--- src/rtl/f1_start_ctrl_if.sv ---
// f1_start_ctrl_if: start request, player button and lamp handshake between the start sequencer and its environment
interface f1_start_ctrl_if #(parameter int REACT_W = 16);
  logic trigger;
  logic react;
  logic [7:0] lights_in;
  logic light_en;
  logic light_rst;
  logic busy;
  logic [6:0] hold_ticks;
  logic [REACT_W-1:0] reaction_time;
  logic time_valid;
  logic jump_start;
  modport master(output trigger, react, lights_in, input light_en, light_rst, busy, hold_ticks, reaction_time, time_valid, jump_start);
  modport slave(input trigger, react, lights_in, output light_en, light_rst, busy, hold_ticks, reaction_time, time_valid, jump_start);
endinterface

--- src/rtl/f1_start_ctrl.sv ---
// f1_start_ctrl: race-start sequencer stepping the F1 lamps, holding a random delay and timing the player's reaction
module f1_start_ctrl #(
  parameter int TICK_CYCLES = 16,
  parameter int DELAY_MIN = 4,
  parameter int REACT_W = 16
) (
  input logic clk,
  input logic rst,
  f1_start_ctrl_if.slave io
);
  typedef enum logic [2:0] {IDLE, ARM, COUNT, HOLD, TIMING, DONE, JUMP} state_t;
  localparam int TW = $clog2(TICK_CYCLES);
  localparam logic [TW-1:0] TLAST = TW'(TICK_CYCLES - 1);
  state_t state, state_nx;
  logic [TW-1:0] tick_cnt;
  logic [7:0] delay;
  logic [6:0] lfsr;
  logic [REACT_W-1:0] react_cnt;
  logic tick_end, full;
  assign tick_end = tick_cnt == TLAST;
  assign full = io.lights_in == 8'hFF;
  assign io.busy = state inside {ARM, COUNT, HOLD, TIMING};
  always_comb begin
    state_nx = state;
    io.light_en = 1'b0;
    io.light_rst = 1'b0;
    case (state)
      IDLE, DONE, JUMP: state_nx = io.trigger ? ARM : state;
      ARM: begin
        io.light_rst = 1'b1;
        state_nx = COUNT;
      end
      COUNT: begin
        io.light_rst = io.react;
        io.light_en = !io.react && !full && tick_end;
        state_nx = io.react ? JUMP : full ? HOLD : COUNT;
      end
      HOLD: begin
        io.light_rst = io.react;
        io.light_en = !io.react && tick_end && delay == 8'd1;
        state_nx = io.react ? JUMP : io.light_en ? TIMING : HOLD;
      end
      TIMING: state_nx = io.react ? DONE : TIMING;
      default: state_nx = IDLE;
    endcase
  end
  always_ff @(posedge clk) begin
    if (rst) begin
      state <= IDLE;
      lfsr <= 7'h01;
      tick_cnt <= '0;
      delay <= '0;
      react_cnt <= '0;
      io.hold_ticks <= '0;
      io.reaction_time <= '0;
      io.time_valid <= 1'b0;
      io.jump_start <= 1'b0;
    end else begin
      state <= state_nx;
      lfsr <= {lfsr[5:0], lfsr[6] ^ lfsr[5]};
      tick_cnt <= ((state == COUNT && !full) || state == HOLD) && !tick_end ? tick_cnt + 1'b1 : '0;
      react_cnt <= state == TIMING ? (&react_cnt ? react_cnt : react_cnt + 1'b1) : '0;
      if (state == COUNT && full && !io.react) begin
        io.hold_ticks <= lfsr;
        delay <= 8'(DELAY_MIN) + {1'b0, lfsr};
      end else if (state == HOLD && tick_end) begin
        delay <= delay - 1'b1;
      end
      if (state == TIMING && io.react) begin
        io.reaction_time <= react_cnt;
        io.time_valid <= 1'b1;
      end
      if ((state == COUNT || state == HOLD) && io.react) io.jump_start <= 1'b1;
      if (state_nx == ARM) begin
        io.time_valid <= 1'b0;
        io.jump_start <= 1'b0;
      end
    end
  end
endmodule

--- src/flat_wrapper.sv ---
// flat-port wrapper written by rule: the top's interface ports become plain ports
module f1_start_ctrl_flat 
#(
  parameter int TICK_CYCLES = 16,
  parameter int DELAY_MIN = 4,
  parameter int REACT_W = 16
)
  (clk, rst, io_trigger, io_react, io_lights_in, io_light_en, io_light_rst, io_busy, io_hold_ticks, io_reaction_time, io_time_valid, io_jump_start);
  f1_start_ctrl_if #(.REACT_W(REACT_W)) io_i ();
  input logic clk;
  input logic rst;
  input wire logic [$bits(io_i.trigger)-1:0] io_trigger;
  input wire logic [$bits(io_i.react)-1:0] io_react;
  input wire logic [$bits(io_i.lights_in)-1:0] io_lights_in;
  output wire logic [$bits(io_i.light_en)-1:0] io_light_en;
  output wire logic [$bits(io_i.light_rst)-1:0] io_light_rst;
  output wire logic [$bits(io_i.busy)-1:0] io_busy;
  output wire logic [$bits(io_i.hold_ticks)-1:0] io_hold_ticks;
  output wire logic [$bits(io_i.reaction_time)-1:0] io_reaction_time;
  output wire logic [$bits(io_i.time_valid)-1:0] io_time_valid;
  output wire logic [$bits(io_i.jump_start)-1:0] io_jump_start;
  assign io_i.trigger = io_trigger;
  assign io_i.react = io_react;
  assign io_i.lights_in = io_lights_in;
  assign io_light_en = io_i.light_en;
  assign io_light_rst = io_i.light_rst;
  assign io_busy = io_i.busy;
  assign io_hold_ticks = io_i.hold_ticks;
  assign io_reaction_time = io_i.reaction_time;
  assign io_time_valid = io_i.time_valid;
  assign io_jump_start = io_i.jump_start;
  f1_start_ctrl #(.TICK_CYCLES(TICK_CYCLES), .DELAY_MIN(DELAY_MIN), .REACT_W(REACT_W)) u_core (.clk(clk), .rst(rst), .io(io_i));
endmodule
--- config.mk ---
export PLATFORM = sky130hd
export DESIGN_NAME = f1_start_ctrl_flat
export DESIGN_NICKNAME = d
export VERILOG_FILES = /design/src/rtl/f1_start_ctrl_if.sv /design/src/rtl/f1_start_ctrl.sv /design/src/flat_wrapper.sv
export SDC_FILE = /design/constraint.sdc
export NUM_CORES = 1
export LEC_CHECK = 0
export ABC_AREA = 1
export CAP_MARGIN = 20
export CORE_ASPECT_RATIO = 2
export CORE_MARGIN = 4
export CORE_UTILIZATION = 56
export CTS_CLUSTER_SIZE = 12
export DETAILED_ROUTE_END_ITERATION = 7
export GPL_TIMING_DRIVEN = 0
export PLACE_DENSITY_LB_ADDON = 0.12
export SLEW_MARGIN = 20
export SYNTH_ARGS = -nofsm -noshare
export SYNTH_HDL_FRONTEND = slang
export SYNTH_SLANG_ARGS = --single-unit
--- constraint.sdc ---
create_clock -name clk -period 2.1 [get_ports clk]
set_input_delay 0.63 -clock clk [delete_from_list [all_inputs] [get_ports clk]]
set_output_delay 0.63 -clock clk [all_outputs]
set_load 0.01 [all_outputs]
# [Word-level counts from Yosys, hierarchy flattened]
# Index checks and enable logic that the tools add are counted.
[op_classes] n_div=0 bitwise_logic=3 muxes=11 eq_ne=10 add_sub_neg=4 n_shift=0 n_mul=0 n_lt_le_gt_ge=0 reduce_logical=25
[ops] op="16-bit by 1-bit adder with 16-bit output (second input constant)" count=1
[ops] op="8-bit two-way mux" count=2
[ops] op="16-bit AND reduction" count=1
[ops] op="3-bit case mux with 5 select lines" count=1
[ops] op="3-bit two-way mux" count=4
[ops] op="1-bit logical AND" count=11
[ops] op="3-bit equality test (second input constant)" count=3
[ops] op="3-bit by 7-bit adder with 8-bit output (first input constant)" count=1
[ops] op="8-bit by 1-bit equality test with 1-bit output (second input constant)" count=1
[ops] op="8-bit equality test (second input constant)" count=1
[ops] op="2-bit OR reduction" count=4
[ops] op="8-bit by 1-bit subtractor with 8-bit output (second input constant)" count=1
[ops] op="3-bit by 1-bit equality test with 1-bit output (second input constant)" count=2
[ops] op="3-bit by 2-bit equality test with 1-bit output (second input constant)" count=2
[ops] op="4-bit by 1-bit adder with 4-bit output (second input constant)" count=1
[ops] op="4-bit equality test (second input constant)" count=1
[ops] op="1-bit case mux with 2 select lines" count=2
[ops] op="4-bit nonzero test" count=1
[ops] op="1-bit logical NOT" count=3
[ops] op="3-bit logical NOT" count=1
[ops] op="3-bit OR reduction" count=1
[ops] op="1-bit logical OR" count=2
[ops] op="1-bit two-way mux" count=2
[ops] op="1-bit NOT" count=2
[ops] op="other kinds (2)" count=2
[totals] wordCells=62 mem_count=0 latch_bits=0 ram_bits=0 inputBits=12 reg_bits=63 mem_bits_ro=0

# [Longest topological paths before layout]
[depth] depth_word=8 depth_mapped=12

# [Worst setup path after synthesis]
# Ideal clock, no wire load.
[synth_timing] kind="reg-to-output" from="register u_core.tick_cnt[0]" to="output port io_light_en" arrival_ns=1.171 required_ns=1.470 slack_ns=0.299 path_stages_with_launch=6 cell_sequence="dfxtp_1 -> ha_1 -> nand3_1 -> nor2_1 -> nand2_1 -> o21ai_0"
[synth_via] elab_chain_len=4 word_cells_on_any_way=5 classes_between="eq/ne: 1; mux: 1; reduce/logical: 3"
[synth_rtl] item="from (decl)" line="f1_start_ctrl.sv:15" text="logic [TW-1:0] tick_cnt;"
[synth_rtl] item="from (signal assigned)" line="f1_start_ctrl.sv:61" text="tick_cnt <= ((state == COUNT && !full) || state == HOLD) && !tick_end ? tick_cnt + 1'b1 : '0;"
[synth_rtl] item="4-bit equality test (*)" line="f1_start_ctrl.sv:20" text="assign tick_end = tick_cnt == TLAST;"
[synth_rtl] item="1-bit logical AND (2 in a row)" line="f1_start_ctrl.sv:40" text="io.light_en = !io.react && tick_end && delay == 8'd1;"
[synth_rtl] item="1-bit case mux with 2 select lines (*)" line="f1_start_ctrl.sv:27" text="case (state)"
[synth_rtl] item="to (decl)" line="flat_wrapper.sv:15" text="output wire logic [$bits(io_i.light_en)-1:0] io_light_en;"
# Mark *: on every way between the ends. The rest lies on a longest branch, timed or not.

# [Worst setup path after layout]
[layout_timing] from="register u_core.delay[1]" to="output port io_light_en"
[layout_via] elab_chain_len=3
[layout_rtl] item="from (decl)" line="f1_start_ctrl.sv:16" text="logic [7:0] delay;"
[layout_rtl] item="from (signal assigned)" line="f1_start_ctrl.sv:65" text="delay <= 8'(DELAY_MIN) + {1'b0, lfsr};"
[layout_rtl] item="from (signal assigned)" line="f1_start_ctrl.sv:67" text="delay <= delay - 1'b1;"
[layout_rtl] item="8-bit by 1-bit equality test with 1-bit output" line="f1_start_ctrl.sv:40"
[layout_rtl] item="1-bit logical AND" line="f1_start_ctrl.sv:40"
[layout_rtl] item="1-bit case mux with 2 select lines" line="f1_start_ctrl.sv:27"
# Every way passes these cells.

==> run metrics <==
outcome completed; CTS tree built; crit path time final 2.09 ns; drt first pass iters 4; drt total wl 7.07 mm; Area Growth Syn to Fin 24.4%; post-synthesis sequential area ratio 0.428; layout cells sized above 1 0.176; mean routed wirelength per cell 14.0 µm; Crit Path Max Fanout 4; average size of a mapped cell 7.60 µm²; HPWL reported at the end of detailed placement 5.28 mm; gr usage total 0.237; # H-tree levels 3; Core ar. 5140 µm²; reg2reg start u_core.react_cnt[0]$_SDFFE_PP0N_; CTS root buffer clkbuf_8; hold endpoint u_core.lfsr[1]$_SDFF_PP0_; highest clock rate 0.479 GHz; post-route ant nets 0; Startpoint Class flip-flop; Worst Path Required 1.47 ns; setup_tns 0 ns; Finish-stage setup viols 0; relative slew slack 0.695; EDFF count, synth 0; Die Y 111 µm; initial antenna violation count 0; RSZ-0062 raised after global routing yes; Die ar. 6560 µm²; CTS Buf Count 9; CTS Sinks 63; global placer's final weighted congestion 0.896; Multi-input gate area 1500 µm²; routed vias/inst 5.31; Sequential cell area 1270 µm²; Worst Hold Class reg2reg; design area 3670 µm²; Max Slew Vio Count 0; cells after synthesis 388; largest net degree at the start of global routing 12; Setup WS pre-CTS -0.671 ns; Placed Area 3410 µm²; CP Class reg2out; top_reg_cell synth dfxtp_1; number of port buffers 39; DIE WIDTH 59.3 µm; I/O pin total 40; Fill cells 411; Site Rows 37; Reg2Reg Capture Point u_core.react_cnt[1]$_SDFFE_PP0N_; drc violations 0; Nets 461; Cell Area, Synth 2950 µm²; syn nets 406; Synth cell types 37; number of DRC markers in iteration 0 89; worst reg2reg path depth 8; Slew @ Worst Pin 0.457 ns; period utilisation layout 0.994; ANT cells 0; Finished Core Util 0.714; WHS 0.435 ns; Arr. time, crit path 1.46 ns; R2R setup slack 0.52 ns; Starting Density 0.574; Synth async-reset ratio 0; cell area power density 762 nW/µm²; total number of vias 2687; clk buf depth 2; Leakage 1.63 nW; FF+latch count, synth 63; # Max-Cap Violations 0; clk_lat worst skew 0.33 ns; register clock-pin slew on the reported worst setup and hold paths 0.07 ns; Synthesis Warnings 0; Hold Crit Start u_core.lfsr[0]$_SDFF_PP1_; Max rail drop VDD 0.000591 V; fin worst setup slack 0.0119 ns; clock skew 0.00873 ns; GRT Residual Overflow 0; WHS Path Cells 2; endpoints failing hold 0; number of global-route vias before repair 2793; Crit. End Element output port; first-pass GRT wire length 12.0 mm
## layer usage
layer,track usage,routed length [µm],part of all wire,up-vias
met5,0,0,0,-
met2,0.443,4150,0.59,53
met1,0.227,2500,0.35,1251
li1,-,-,-,1364
met4,0.113,215,0.030,0
met3,0.0503,205,0.029,19
## where the power goes
group	switching [W]	internal [W]	leakage, nW
sequential	0.0000584	0.00126	0.511
clock	0.000453	0.000544	0.0960
combinational	0.000274	0.000201	1.03
total	0.000785	0.00201	1.63
## Yosys cell counts, drive strengths merged (2+ instances only)
master / count / area share
xor2: 8 / 0.024
dfxtp: 63 / 0.43
nand4: 3 / 0.0085
nand3: 23 / 0.041
o211ai: 2 / 0.0051
nor3: 7 / 0.017
inv: 47 / 0.060
xnor2: 4 / 0.012
a31oi: 6 / 0.013
nor2: 74 / 0.12
a21oi: 26 / 0.045
nand2: 67 / 0.096
buf: 7 / 0.015
o21ai: 33 / 0.056
or2: 5 / 0.011
ha: 6 / 0.025
## layout by cell type (no fill, tap or decap), types with 8 or more instances in the layout
| cell | count |
|---|---|
| nor2_1 | 57 |
| clkdlybuf4s50_1 | 27 |
| clkbuf_8 | 9 |
| inv_1 | 40 |
| nand2_1 | 57 |
| xor2_1 | 8 |
| nand2_2 | 8 |
| nor2_4 | 10 |
| o21ai_0 | 26 |
| dlygate4sd2_1 | 11 |
| a21oi_1 | 25 |
| dfxtp_1 | 60 |
| nand3_1 | 21 |
## flip-flops by register name, indices dropped and copies added (netlist names)
signal and count:
u_core.tick_cnt 4, u_core.delay 8, u_core.io.reaction_time 16, u_core.lfsr 7
u_core.react_cnt 16, u_core.io.hold_ticks 7, u_core.io.time_valid 1, u_core.io.jump_start 1
u_core.state 3
## worst max path at each step
| stage | slack, ns | cells after the start | end | startpoint |
|---|---|---|---|---|
| 4_1_cts | -0.04 | 6 | io_light_en | u_core.delay[2]$_SDFFE_PP0P_ |
| 5_1_grt | -0.07 | 6 | io_light_en | u_core.delay[2]$_SDFFE_PP0P_ |
| 3_3_place_gp | -0.60 | 5 | io_light_en | io_react |
| 6_report | 0.01 | 7 | io_light_en | u_core.delay[1]$_SDFFE_PP0P_ |
| 3_5_place_dp | -0.67 | 5 | io_light_en | io_react |
| 2_1_floorplan | 0.30 | 5 | io_light_en | u_core.tick_cnt[0]$_SDFF_PP0_ |
## timing repair
item / 4_1_cts / 5_1_grt
pin swaps: 9 / 0
resized for setup: 29 / 5
hold buffers: 0 / 0
buffers inserted: 5 / 0
endpoints found under the setup margin: 3 / 12
## through the flow
stage                     total power, W  std cells
final                            0.00279        506
after CTS                        0.00281        506
after global placement           0.00182        485
after detailed placement         0.00183        485
after floorplan                  0.00162        388
after global routing             0.00292        506
## cell type report
type	instances	area share
tap	58	0.0198
clock buffer	10	0.0348
clock inverter	6	0.0167
multi-input combinational	269	0.408
timing repair buffer	44	0.112
inverter	48	0.0495
buffer	8	0.0140
sequential	63	0.346
## worst max-delay path, cell delays in order (launching register included)
cell     delay [ns]
dfxtp_1        0.33
inv_1          0.08
ha_1           0.14
nand2_1        0.06
nor2_2         0.13
nand2_2        0.09
o21ai_1        0.14
buf_2          0.15
## kinds of logic (layout without fill, tap and decap cells)
family / Yosys count / after routing / share of synthesized area
AOI/OAI and AO/OA: 70 / 70 / 0.129
xor gates and xnor gates: 12 / 12 / 0.0357
adders and majority gates: 6 / 6 / 0.0255
buffers and inverters: 56 / 116 / 0.0781
DFF: 63 / 63 / 0.428
and+or+nand+nor: 181 / 181 / 0.304
Note: power is estimated with default switching activity, not from simulation.
